[src/rtl/ctrl_pkg.sv]
// Shared types and encodings for the multicycle control unit: states, instruction
// classes, opcode/ext fields, ALU codes, flag positions, condition codes, mux selects.
package ctrl_pkg;
  localparam int WIDTH            = 16;
  localparam int ALU_CONT_BITS    = 6;
  localparam int REG_BITS         = 4;
  localparam int OP_CODE_BITS     = 4;
  localparam int EXT_OP_CODE_BITS = 4;

  typedef enum logic [2:0] {
    S_FETCH, S_DECODE, S_EXEC, S_LOAD_WB, S_HALT
  } ctrl_state_e;

  typedef enum logic [2:0] {
    C_NOP, C_ALU_R, C_ALU_I, C_LOAD, C_STOR, C_JAL, C_JCOND, C_BCOND
  } instr_class_e;

  localparam logic [OP_CODE_BITS-1:0] OP_RTYPE = 4'b0000;
  localparam logic [OP_CODE_BITS-1:0] OP_MEM   = 4'b0100;
  localparam logic [OP_CODE_BITS-1:0] OP_BCOND = 4'b1100;

  localparam logic [EXT_OP_CODE_BITS-1:0] EXT_WAIT  = 4'b0000;
  localparam logic [EXT_OP_CODE_BITS-1:0] EXT_AND   = 4'b0001;
  localparam logic [EXT_OP_CODE_BITS-1:0] EXT_OR    = 4'b0010;
  localparam logic [EXT_OP_CODE_BITS-1:0] EXT_XOR   = 4'b0011;
  localparam logic [EXT_OP_CODE_BITS-1:0] EXT_ADD   = 4'b0101;
  localparam logic [EXT_OP_CODE_BITS-1:0] EXT_SUB   = 4'b1001;
  localparam logic [EXT_OP_CODE_BITS-1:0] EXT_CMP   = 4'b1011;
  localparam logic [EXT_OP_CODE_BITS-1:0] EXT_MOV   = 4'b1101;
  localparam logic [EXT_OP_CODE_BITS-1:0] EXT_LOAD  = 4'b0000;
  localparam logic [EXT_OP_CODE_BITS-1:0] EXT_STOR  = 4'b0100;
  localparam logic [EXT_OP_CODE_BITS-1:0] EXT_JAL   = 4'b1000;
  localparam logic [EXT_OP_CODE_BITS-1:0] EXT_JCOND = 4'b1100;

  localparam logic [ALU_CONT_BITS-1:0] ALU_ADD = 6'd0;
  localparam logic [ALU_CONT_BITS-1:0] ALU_SUB = 6'd1;
  localparam logic [ALU_CONT_BITS-1:0] ALU_AND = 6'd2;
  localparam logic [ALU_CONT_BITS-1:0] ALU_OR  = 6'd3;
  localparam logic [ALU_CONT_BITS-1:0] ALU_XOR = 6'd4;
  localparam logic [ALU_CONT_BITS-1:0] ALU_CMP = 6'd5;
  localparam logic [ALU_CONT_BITS-1:0] ALU_MOV = 6'd6;

  localparam int FLAG_C = 0;
  localparam int FLAG_L = 2;
  localparam int FLAG_F = 5;
  localparam int FLAG_Z = 6;
  localparam int FLAG_N = 7;

  localparam logic [REG_BITS-1:0] COND_EQ = 4'b0000;
  localparam logic [REG_BITS-1:0] COND_NE = 4'b0001;
  localparam logic [REG_BITS-1:0] COND_CS = 4'b0010;
  localparam logic [REG_BITS-1:0] COND_CC = 4'b0011;
  localparam logic [REG_BITS-1:0] COND_HI = 4'b0100;
  localparam logic [REG_BITS-1:0] COND_LS = 4'b0101;
  localparam logic [REG_BITS-1:0] COND_GT = 4'b0110;
  localparam logic [REG_BITS-1:0] COND_LE = 4'b0111;
  localparam logic [REG_BITS-1:0] COND_UC = 4'b1110;

  localparam logic [1:0] PC_SRC_BRANCH = 2'd0;
  localparam logic [1:0] PC_SRC_JUMP   = 2'd1;
  localparam logic [1:0] PC_SRC_NEXT   = 2'd2;

  localparam logic [1:0] RWS_ALU  = 2'd0;
  localparam logic [1:0] RWS_MEM  = 2'd1;
  localparam logic [1:0] RWS_LINK = 2'd2;

  // Same table serves the R-type ext field and the immediate opcode field.
  // MSB is the "recognised ALU op" flag, the rest is the alu_cont code.
  function automatic logic [ALU_CONT_BITS:0] alu_decode(input logic [3:0] code);
    case (code)
      EXT_AND: return {1'b1, ALU_AND};
      EXT_OR:  return {1'b1, ALU_OR};
      EXT_XOR: return {1'b1, ALU_XOR};
      EXT_ADD: return {1'b1, ALU_ADD};
      EXT_SUB: return {1'b1, ALU_SUB};
      EXT_CMP: return {1'b1, ALU_CMP};
      EXT_MOV: return {1'b1, ALU_MOV};
      default: return '0;
    endcase
  endfunction
endpackage

[src/rtl/controller_if.sv]
// Controller <-> datapath bundle: instruction fields and live flags in,
// enables, mux selects and status out.
interface controller_if;
  import ctrl_pkg::*;

  logic [OP_CODE_BITS-1:0]     op_code;
  logic [EXT_OP_CODE_BITS-1:0] ext_op_code;
  logic [REG_BITS-1:0]         A_index;
  logic [WIDTH-1:0]            psr_flags;

  logic                     reg_write;
  logic                     alu_A_src;
  logic                     alu_B_src;
  logic                     pc_en;
  logic                     loading;
  logic                     storing;
  logic [1:0]               pc_src;
  logic [1:0]               reg_write_src;
  logic [ALU_CONT_BITS-1:0] alu_cont;
  logic [WIDTH-1:0]         flags_q;
  logic                     instr_done;
  logic                     halted;

  modport master (
    input  op_code, ext_op_code, A_index, psr_flags,
    output reg_write, alu_A_src, alu_B_src, pc_en, loading, storing,
           pc_src, reg_write_src, alu_cont, flags_q, instr_done, halted
  );

  modport slave (
    output op_code, ext_op_code, A_index, psr_flags,
    input  reg_write, alu_A_src, alu_B_src, pc_en, loading, storing,
           pc_src, reg_write_src, alu_cont, flags_q, instr_done, halted
  );
endinterface

[src/rtl/controller_cond_eval.sv]
// Branch/jump condition resolver: decides "taken" from the latched flag register
// and the 4-bit condition code carried in A_index.
module cond_eval
  import ctrl_pkg::*;
(
  input  logic [WIDTH-1:0]    flags_q,
  input  logic [REG_BITS-1:0] cond,
  output logic                taken
);
  logic unused_flag_bits;
  assign unused_flag_bits = ^{flags_q[WIDTH-1:8], flags_q[FLAG_F:3], flags_q[1]};

  always_comb begin
    taken = 1'b0;
    case (cond)
      COND_EQ: taken =  flags_q[FLAG_Z];
      COND_NE: taken = ~flags_q[FLAG_Z];
      COND_CS: taken =  flags_q[FLAG_C];
      COND_CC: taken = ~flags_q[FLAG_C];
      COND_HI: taken =  flags_q[FLAG_L];
      COND_LS: taken = ~flags_q[FLAG_L];
      COND_GT: taken =  flags_q[FLAG_N];
      COND_LE: taken = ~flags_q[FLAG_N];
      COND_UC: taken = 1'b1;
      default: taken = 1'b0;
    endcase
  end
endmodule

[src/rtl/controller.sv]
// Multicycle control unit: FETCH -> DECODE -> EXEC (-> LOAD_WB) sequencer with a
// Moore output decode, the architectural flag register and branch resolution.
module controller
  import ctrl_pkg::*;
(
  input  logic          clk,
  input  logic          reset,
  controller_if.master  bus,
  output ctrl_state_e   state_dbg
);
  ctrl_state_e              state, state_next;
  instr_class_e             cls_q, cls_d;
  logic [ALU_CONT_BITS-1:0] alu_op_q, alu_op_d;
  logic [REG_BITS-1:0]      cond_q;
  logic [WIDTH-1:0]         flags_q;
  logic [ALU_CONT_BITS:0]   ext_dec, op_dec;
  logic                     halt_d, taken, flag_load;

  logic                     reg_write, alu_A_src, alu_B_src, pc_en, loading, storing, halted;
  logic [1:0]               pc_src, reg_write_src;
  logic [ALU_CONT_BITS-1:0] alu_cont;

  assign ext_dec = alu_decode(bus.ext_op_code);
  assign op_dec  = alu_decode(bus.op_code);

  // Instruction classification, sampled into cls_q at the end of DECODE.
  always_comb begin
    cls_d    = C_NOP;
    alu_op_d = ALU_ADD;
    halt_d   = 1'b0;
    if (bus.op_code == OP_RTYPE) begin
      if (bus.ext_op_code == EXT_WAIT) begin
        halt_d = 1'b1;
      end else if (ext_dec[ALU_CONT_BITS]) begin
        cls_d    = C_ALU_R;
        alu_op_d = ext_dec[ALU_CONT_BITS-1:0];
      end
    end else if (op_dec[ALU_CONT_BITS]) begin
      cls_d    = C_ALU_I;
      alu_op_d = op_dec[ALU_CONT_BITS-1:0];
    end else if (bus.op_code == OP_MEM) begin
      case (bus.ext_op_code)
        EXT_LOAD:  cls_d = C_LOAD;
        EXT_STOR:  cls_d = C_STOR;
        EXT_JAL:   cls_d = C_JAL;
        EXT_JCOND: cls_d = C_JCOND;
        default:   cls_d = C_NOP;
      endcase
    end else if (bus.op_code == OP_BCOND) begin
      cls_d = C_BCOND;
    end
  end

  cond_eval u_cond_eval (
    .flags_q (flags_q),
    .cond    (cond_q),
    .taken   (taken)
  );

  assign flag_load = (state == S_EXEC) && (cls_q == C_ALU_R || cls_q == C_ALU_I) &&
                     (alu_op_q == ALU_ADD || alu_op_q == ALU_SUB || alu_op_q == ALU_CMP);

  always_ff @(posedge clk or negedge reset) begin
    if (!reset) state <= S_FETCH;
    else        state <= state_next;
  end

  always_ff @(posedge clk or negedge reset) begin
    if (!reset) begin
      cls_q    <= C_NOP;
      alu_op_q <= ALU_ADD;
      cond_q   <= '0;
      flags_q  <= '0;
    end else begin
      if (state == S_DECODE) begin
        cls_q    <= cls_d;
        alu_op_q <= alu_op_d;
        cond_q   <= bus.A_index;
      end
      if (flag_load) flags_q <= bus.psr_flags;
    end
  end

  // Outputs depend only on registered state, so reset idles them immediately.
  always_comb begin
    state_next    = state;
    reg_write     = 1'b0;
    alu_A_src     = 1'b0;
    alu_B_src     = 1'b0;
    pc_en         = 1'b0;
    loading       = 1'b0;
    storing       = 1'b0;
    halted        = 1'b0;
    pc_src        = PC_SRC_NEXT;
    reg_write_src = RWS_ALU;
    alu_cont      = ALU_ADD;
    case (state)
      S_FETCH:  state_next = S_DECODE;
      S_DECODE: state_next = halt_d ? S_HALT : S_EXEC;
      S_EXEC: begin
        state_next = S_FETCH;
        pc_en      = 1'b1;
        case (cls_q)
          C_ALU_R, C_ALU_I: begin
            alu_A_src = 1'b1;
            alu_B_src = (cls_q == C_ALU_I);
            alu_cont  = alu_op_q;
            reg_write = (alu_op_q != ALU_CMP);
          end
          C_LOAD: begin
            loading    = 1'b1;
            pc_en      = 1'b0;
            state_next = S_LOAD_WB;
          end
          C_STOR: storing = 1'b1;
          C_JAL: begin
            reg_write     = 1'b1;
            reg_write_src = RWS_LINK;
            pc_src        = PC_SRC_JUMP;
          end
          C_JCOND: pc_src = taken ? PC_SRC_JUMP : PC_SRC_NEXT;
          C_BCOND: begin
            alu_B_src = 1'b1;
            alu_cont  = ALU_ADD;
            pc_src    = taken ? PC_SRC_BRANCH : PC_SRC_NEXT;
          end
          default: ;
        endcase
      end
      S_LOAD_WB: begin
        state_next    = S_FETCH;
        loading       = 1'b1;
        reg_write     = 1'b1;
        reg_write_src = RWS_MEM;
        pc_en         = 1'b1;
      end
      S_HALT:  halted = 1'b1;
      default: state_next = S_FETCH;
    endcase
  end

  assign bus.reg_write     = reg_write;
  assign bus.alu_A_src     = alu_A_src;
  assign bus.alu_B_src     = alu_B_src;
  assign bus.pc_en         = pc_en;
  assign bus.loading       = loading;
  assign bus.storing       = storing;
  assign bus.pc_src        = pc_src;
  assign bus.reg_write_src = reg_write_src;
  assign bus.alu_cont      = alu_cont;
  assign bus.flags_q       = flags_q;
  assign bus.instr_done    = pc_en;
  assign bus.halted        = halted;
  assign state_dbg         = state;
endmodule

[src/flat_wrapper.sv]
// flat-port wrapper written by rule: the top's interface ports become plain ports
module controller_flat import ctrl_pkg::*;
  (clk, reset, state_dbg, bus_op_code, bus_ext_op_code, bus_A_index, bus_psr_flags, bus_reg_write, bus_alu_A_src, bus_alu_B_src, bus_pc_en, bus_loading, bus_storing, bus_pc_src, bus_reg_write_src, bus_alu_cont, bus_flags_q, bus_instr_done, bus_halted);
  controller_if bus_i ();
  input  logic clk;
  input  logic reset;
  output ctrl_state_e state_dbg;
  input wire logic [$bits(bus_i.op_code)-1:0] bus_op_code;
  input wire logic [$bits(bus_i.ext_op_code)-1:0] bus_ext_op_code;
  input wire logic [$bits(bus_i.A_index)-1:0] bus_A_index;
  input wire logic [$bits(bus_i.psr_flags)-1:0] bus_psr_flags;
  output wire logic [$bits(bus_i.reg_write)-1:0] bus_reg_write;
  output wire logic [$bits(bus_i.alu_A_src)-1:0] bus_alu_A_src;
  output wire logic [$bits(bus_i.alu_B_src)-1:0] bus_alu_B_src;
  output wire logic [$bits(bus_i.pc_en)-1:0] bus_pc_en;
  output wire logic [$bits(bus_i.loading)-1:0] bus_loading;
  output wire logic [$bits(bus_i.storing)-1:0] bus_storing;
  output wire logic [$bits(bus_i.pc_src)-1:0] bus_pc_src;
  output wire logic [$bits(bus_i.reg_write_src)-1:0] bus_reg_write_src;
  output wire logic [$bits(bus_i.alu_cont)-1:0] bus_alu_cont;
  output wire logic [$bits(bus_i.flags_q)-1:0] bus_flags_q;
  output wire logic [$bits(bus_i.instr_done)-1:0] bus_instr_done;
  output wire logic [$bits(bus_i.halted)-1:0] bus_halted;
  assign bus_i.op_code = bus_op_code;
  assign bus_i.ext_op_code = bus_ext_op_code;
  assign bus_i.A_index = bus_A_index;
  assign bus_i.psr_flags = bus_psr_flags;
  assign bus_reg_write = bus_i.reg_write;
  assign bus_alu_A_src = bus_i.alu_A_src;
  assign bus_alu_B_src = bus_i.alu_B_src;
  assign bus_pc_en = bus_i.pc_en;
  assign bus_loading = bus_i.loading;
  assign bus_storing = bus_i.storing;
  assign bus_pc_src = bus_i.pc_src;
  assign bus_reg_write_src = bus_i.reg_write_src;
  assign bus_alu_cont = bus_i.alu_cont;
  assign bus_flags_q = bus_i.flags_q;
  assign bus_instr_done = bus_i.instr_done;
  assign bus_halted = bus_i.halted;
  controller u_core (.clk(clk), .reset(reset), .bus(bus_i), .state_dbg(state_dbg));
endmodule
[config.mk]
export PLATFORM = sky130hd
export DESIGN_NAME = controller_flat
export DESIGN_NICKNAME = d
export VERILOG_FILES = /design/src/rtl/ctrl_pkg.sv /design/src/rtl/controller_if.sv /design/src/rtl/controller_cond_eval.sv /design/src/rtl/controller.sv /design/src/flat_wrapper.sv
export SDC_FILE = /design/constraint.sdc
export NUM_CORES = 1
export LEC_CHECK = 0
export BUFFER_PORTS_ARGS = -buffer_cell sky130_fd_sc_hd__buf_4
export CORE_UTILIZATION = 34
export DETAILED_ROUTE_END_ITERATION = 6
export GPL_ROUTABILITY_DRIVEN = 0
export GPL_TIMING_DRIVEN = 0
export SETUP_SLACK_MARGIN = 0.5
export SKIP_LAST_GASP = 1
export SLEW_MARGIN = 5
export SYNTH_ARGS = -nofsm -noshare
export SYNTH_HDL_FRONTEND = slang
export SYNTH_HIERARCHICAL = 1
export SYNTH_SLANG_ARGS = --single-unit
[constraint.sdc]
create_clock -name clk -period 5.4 [get_ports clk]
set_input_delay 0 -clock clk [delete_from_list [all_inputs] [get_ports clk]]
set_output_delay 0 -clock clk [all_outputs]
set_load 0.005 [all_outputs]
# Word level (Yosys, flattened, before mapping)
# Index checks and enable logic that the tools add are counted.
[totals]
register_bits = 32
[op_classes]
eq_ne = 41
mux = 40
n_bitwise = 4
n_reduce_logical = 11
[op_table]
columns = ["op", "n"]
rows = [
  ["7-bit one-hot mux with 7 select lines", 2],
  ["4-bit equality test, second input constant", 10],
  ["6-bit 2-to-1 mux", 6],
  ["4-bit by 3-bit equality test with 1-bit output, second input constant", 8],
  ["4-bit by 2-bit equality test with 1-bit output, second input constant", 6],
  ["3-bit one-hot mux with 4 select lines", 2],
  ["3-bit 2-to-1 mux", 6],
  ["3-bit equality test, second input constant", 5],
  ["3-bit by 2-bit equality test with 1-bit output, second input constant", 4],
  ["4-bit by 1-bit equality test with 1-bit output, second input constant", 3],
  ["4-bit logical NOT", 3],
  ["1-bit 2-to-1 mux", 11],
  ["2-bit 2-to-1 mux", 5],
  ["1-bit one-hot mux with 2 select lines", 5],
  ["1-bit one-hot mux with 9 select lines", 1],
  ["3-bit by 1-bit equality test with 1-bit output, second input constant", 2],
  ["6-bit by 1-bit equality test with 1-bit output, second input constant", 1],
  ["6-bit by 3-bit equality test with 1-bit output, second input constant", 1],
  ["6-bit logical NOT", 1],
  ["6-bit by 3-bit inequality test with 1-bit output, second input constant", 1],
  ["2-bit one-hot mux with 3 select lines", 1],
  ["1-bit NOT", 4],
  ["2-bit one-hot mux with 2 select lines", 1],
  ["3-bit logical NOT", 1],
  ["other kinds (3)", 6],
]

# Longest topological paths before layout
[depth]
word_depth = 5
mapped_depth = 7
mapped_depth_nobuf = 7

# Cells and area by module
# The synthesis kept the hierarchy.
[by_module_without_submodules]
columns = ["mod", "instances", "cells_each", "area_per_inst_um2", "seq_area_each_um2"]
rows = [
  ["controller", 1, 162, 1650.3, 725.7],
  ["cond_eval", 1, 9, 68.8, 0.0],
]

# Worst setup path after synthesis
# OpenSTA, ideal clock, no wires.
[synth_timing]
path_type = "reg2reg"
from = "register u_core.state[2], in the netlist u_core/state_dbg[2]"
to = "register u_core.flags_q[0], in the netlist u_core/bus.flags_q[0]"
setup_ns = 0.125
t_arrival_ns = 1.786
required_time_ns = 5.275
slack_ns = 3.489
stages_incl_launch_ff = 6
n_path_buf = 1
period_less_slack_ns = 1.911
cell_sequence = "dfrtp_1 > nand2b_4 > nor4_4 > nor3b_4 > buf_12 > mux2_4"
[synth_between]
elab_chain_len = 3
[synth_lines]
columns = ["element", "line", "source"]
rows = [
  ["start: declaration", "controller.sv:11", "ctrl_state_e state, state_next;"],
  ["start signal: assignment", "controller.sv:65", "else state <= state_next;"],
  ["3-bit by 2-bit equality test with 1-bit output", "controller.sv:60", "assign flag_load = (state == S_EXEC) && (cls_q == C_ALU_R || cls_q == C_ALU_I) &&"],
  ["1-bit logical AND (2 in a row)", "controller.sv:60", ""],
  ["end signal: assignment", "controller.sv:80", "if (flag_load) flags_q <= bus.psr_flags;"],
  ["end: declaration", "controller.sv:15", "logic [WIDTH-1:0] flags_q;"],
]
# No other way between the ends.
# A chain may end at the register's enable or synchronous reset.

# Worst setup path in the final report
[layout_timing]
from = "register u_core.state[2], in the netlist u_core/state_dbg[2]"
to = "register u_core.flags_q[1], in the netlist u_core/bus.flags_q[1]"
# Same word-level chain as after synthesis.

==> impl.org <==
** Min path
- Depth of the worst hold-timing path :: 4
- Worst hold path class :: in -> reg

** Yosys
- In the synthesized netlist, the number of instances is around 170.
- For this run, the number of Yosys warnings is 6.
- Yosys top cell by area :: sky130_fd_sc_hd__dfrtp_1
- Top area cells in the synthesized netlist :: sky130_fd_sc_hd__dfrtp_1 (42%), sky130_fd_sc_hd__mux2_4 (8.7%), sky130_fd_sc_hd__nand2_1 (5.5%)
- Main flop type after synthesis :: sky130_fd_sc_hd__dfrtp_1
- Post-Synthesis Mean Instance Area :: 10.1 um^2
- Fraction of registers with async set or reset after synthesis :: 100%
- Sequential element share of the synthesized area :: 42.2%
- Top cell type's share of synthesized area :: 42.2%
- Number of flops mapped to enable cells by yosys :: 0
- The synthesized netlist occupies a cell area of 0.00172 mm^2.
- After synthesis, the netlist uses 47 different library cells.
- In this run, synthesis produced a sequential element count of 29.

** Power and ir drop
- Internal power component :: 0.735 mW
- Net switching power of the design :: 0.394 mW
- Of the total power, the clock network draws 14.8%.
- VDD IR max :: 0.000183 V
- Combinational group share of total power :: 50.1%
- Total leakage power :: 1.19 nW
- Sequential fraction of design power :: a little over a third
- Power spread over the standard cell area amounts to 445 mW/mm^2.
- In this run switching power makes up 34.9% of total power.

** Setup path
- Critical Path Start Type :: flip-flop
- Category of cells accounting for the largest share of critical-path delay :: simple AND/OR/NAND/NOR gates
- Worst Setup End Kind :: flip-flop
- Data arrives at the worst endpoint at 2.28 ns.
- The signal on the critical path passes through nand2b_4, nor4_4, nor3b_4, buf_12, mux2_4.
- The critical path is of the reg -> reg type.
- Number of buffer and inverter stages on the critical path :: 1
- Along the worst path, the maximum fanout reaches 10.
- Worst path slowest cell :: sky130_fd_sc_hd__nor3b_4
- R2R cell count :: 5
- Highest cell delay on the worst timing path :: 0.49 ns
- Required time at the endpoint of the critical path :: 5.56 ns
- The critical path runs through a total of 5 cells.

** Cells and area
- Total Nets Final :: 289
- Relative to the synthesized area, the layout overhead comes to 47.7%.
- The layout has 459 filler cells.
- 0 antenna diodes ended up in the layout.
- Once layout is complete, the utilization of the core stands at around 53%.
- The post-route netlist has 38.1% of its cells at a drive strength greater than 1.

** Floorplan
- In this run the standard cell core region covers 0.00479 mm^2.
- Overall die width :: 73.1 um
- Y dimension of the die :: 73.1 um
- The die covers 0.00534 mm^2.
- Pin placement for this block handled 67 I/O pins.
- In this run the core area contains 25 standard-cell rows.
- Starting density of the core :: 35.9%

** Global routing
- Pin count of the biggest net entering global routing :: 30
- Antenna violations before repair :: 0
- The first global-routing pass estimated 6860 um of wire.
- Combined global-route utilization of all metal layers :: 16.6%
- The number of global-route vias before repair was between 1500 and 2000.
- For this run the aggregate overflow at the end of global routing stands at 0.

** STA
- Peak clock frequency supported by timing :: 472 MHz
- Final-report hold violation count :: 0
- The worst path in the final design needs a cycle of 2.12 ns, including I/O delays and setup.
- After layout, the worst setup slack is 3.28 ns.
- At the pin with the least slew margin, the transition time is 0.631 ns.
- Setup violations remaining at the end of the flow were counted as 0.
- In this run the tightest slew margin relative to its limit is 57.7%.
- In the finished design, the share of the clock period the worst path needs comes to 39.2%.
- After routing, the total negative slack on setup checks comes to 0 ns.
- The clock arrives with 0.00123 ns of skew.
- The total count of max-transition violations in the final report is 0.
- RSZ-0062 raised after global routing :: false

** CTS
- Root buffer selected by CTS :: sky130_fd_sc_hd__clkbuf_8
- After clock tree synthesis, the setup repair step added 0 buffers.
- For the worst-skew pair, the clock arrives at the later sink with an insertion delay of 0.27 ns.
- Cells resized by post-CTS repair :: 0
- Number of hold-repair buffers added at the cts stage :: 21
- The clock net in this run drives a total of 29 sinks.
- Maximum clock path buffer count :: 2
- CTS clk-pin slew, worst paths :: 0.06 ns
- In this run the number of H-tree levels came out at 2.
- CTS Buf Count :: 5
- Clock tree from TritonCTS :: yes

** Route
- For this run, design rule violations remaining after detail routing come to 0.
- Detailed-route wire length :: 4080 um
- Across all layers, the routed design uses 1540 vias.
- In this run, the number of DRC markers left after iteration 0 of detailed routing was 73.
- In the final routed layout, each cell accounts on average for 12.5 um.
- In this run the remaining antenna-violating nets after routing total 0.
- Using the TritonRoute via totals, the vias-per-cell ratio works out to roughly 4.7.
- DRT Pass-1 Iters :: 4

** Status
- Run status :: completed

** Placed design
- The wire-length estimate of the detail-placed layout is about 2700 um.
- Pre-CTS setup slack :: ~3.3 ns
- The count of buffers added on input and output ports is 58.

** Job
- Number of violations of the max-capacitance limit :: 0
[area by class of cell]
cell class / count / area [um^2] / share of cell area (%)
multi-input combinational: 124 / 887 / 34.9
sequential: 29 / 726 / 28.6
timing repair buffer: 79 / 646 / 25.4
buffer: 17 / 103 / 4.04
tap: 67 / 83.8 / 3.30
clock buffer: 6 / 72.6 / 2.86
inverter: 3 / 11.3 / 0.444
clock inverter: 2 / 10.0 / 0.394
[metal layers]
layer	wire length [um]	part of all wire (%)	GRT usage, %	vias up
met4	31	0.76	3.92	0
li1	-	-	-	768
met2	2000	49	29.2	47
met3	219	5.4	4.01	5
met1	1830	45	20.2	720
met5	0	0	0	-
[through the flow]
stage,hold WS [ns],instances,power [mW],cell area [um^2]
after global routing,0.103,327,1.22,2540
after floorplan,-0.296,173,0.729,1730
after CTS,0.0699,327,1.14,2540
after global placement,-0.0525,298,0.945,2250
after detailed placement,-0.0525,298,0.954,2250
final,0.0719,327,1.13,2540
[sequential cells by signal, indices dropped and copies added, names as in the netlist]
| name | cells |
|---|---|
| u_core/cond_q | 4 |
| u_core/bus.flags_q | 16 |
| u_core/state_dbg | 3 |
| u_core/alu_op_q | 3 |
| u_core/cls_q | 3 |
[synthesized netlist by cell type, drive strengths merged (4+ instances only)]
library cell,n
nand2,25
o21ai,10
buf,8
nor2,10
clkbuf,9
nand2b,4
a21oi,5
nor3,6
dfrtp,29
mux2,17
[worst register-to-register path: cells and delay by family (launching register included)]
family	cells	cell delay (ns)
buf+inv	1	0.21
flops	1	0.46
mux	1	0.31
simple gates	3	1.02
[kinds of logic after synthesis]
family | count (synthesis) | synth area share, %
simple gates | 68 | 22.9
flops | 29 | 42.2
compound gates | 28 | 10.5
mux | 20 | 15.1
buf+inv | 20 | 6.62
xor+xnor | 5 | 2.55
other cells | 1 | 0.218
[cell usage in the layout, fill, tap and decap left out, types with 5 or more instances in the layout]
| master | count |
|---|---|
| sky130_fd_sc_hd__clkbuf_1 | 9 |
| sky130_fd_sc_hd__nor2_1 | 10 |
| sky130_fd_sc_hd__clkbuf_8 | 5 |
| sky130_fd_sc_hd__mux2_2 | 6 |
| sky130_fd_sc_hd__dlygate4sd3_1 | 21 |
| sky130_fd_sc_hd__nor3_1 | 5 |
| sky130_fd_sc_hd__o21ai_0 | 9 |
| sky130_fd_sc_hd__mux2_4 | 10 |
| sky130_fd_sc_hd__a21oi_1 | 5 |
| sky130_fd_sc_hd__buf_4 | 63 |
| sky130_fd_sc_hd__dfrtp_1 | 29 |
| sky130_fd_sc_hd__nand2_1 | 25 |
[power groups by stage]
stage	sequential, mW	combinational [mW]	clock, mW
floorplan	0.391	0.337	0
global placement	0.395	0.550	0
detailed placement	0.398	0.555	0
CTS	0.395	0.570	0.174
global route	0.410	0.626	0.186
finish	0.396	0.566	0.167
[worst paths after layout]
check	from	endpoint	slack [ns]
worst max-delay path	u_core/state_dbg[2]	u_core/bus.flags_q[1]	3.28
worst min-delay path	bus_op_code[2]	u_core/state_dbg[2]	0.07
worst max register to register	u_core/state_dbg[2]	u_core/bus.flags_q[1]	3.28
worst min register to register	u_core/bus.flags_q[12]	u_core/bus.flags_q[12]	0.51
max in group asynchronous	reset	u_core/alu_op_q[0]	4.92
min in group asynchronous	reset	u_core/bus.flags_q[0]	0.20
No activity file was read; power rests on OpenSTA's default activity.
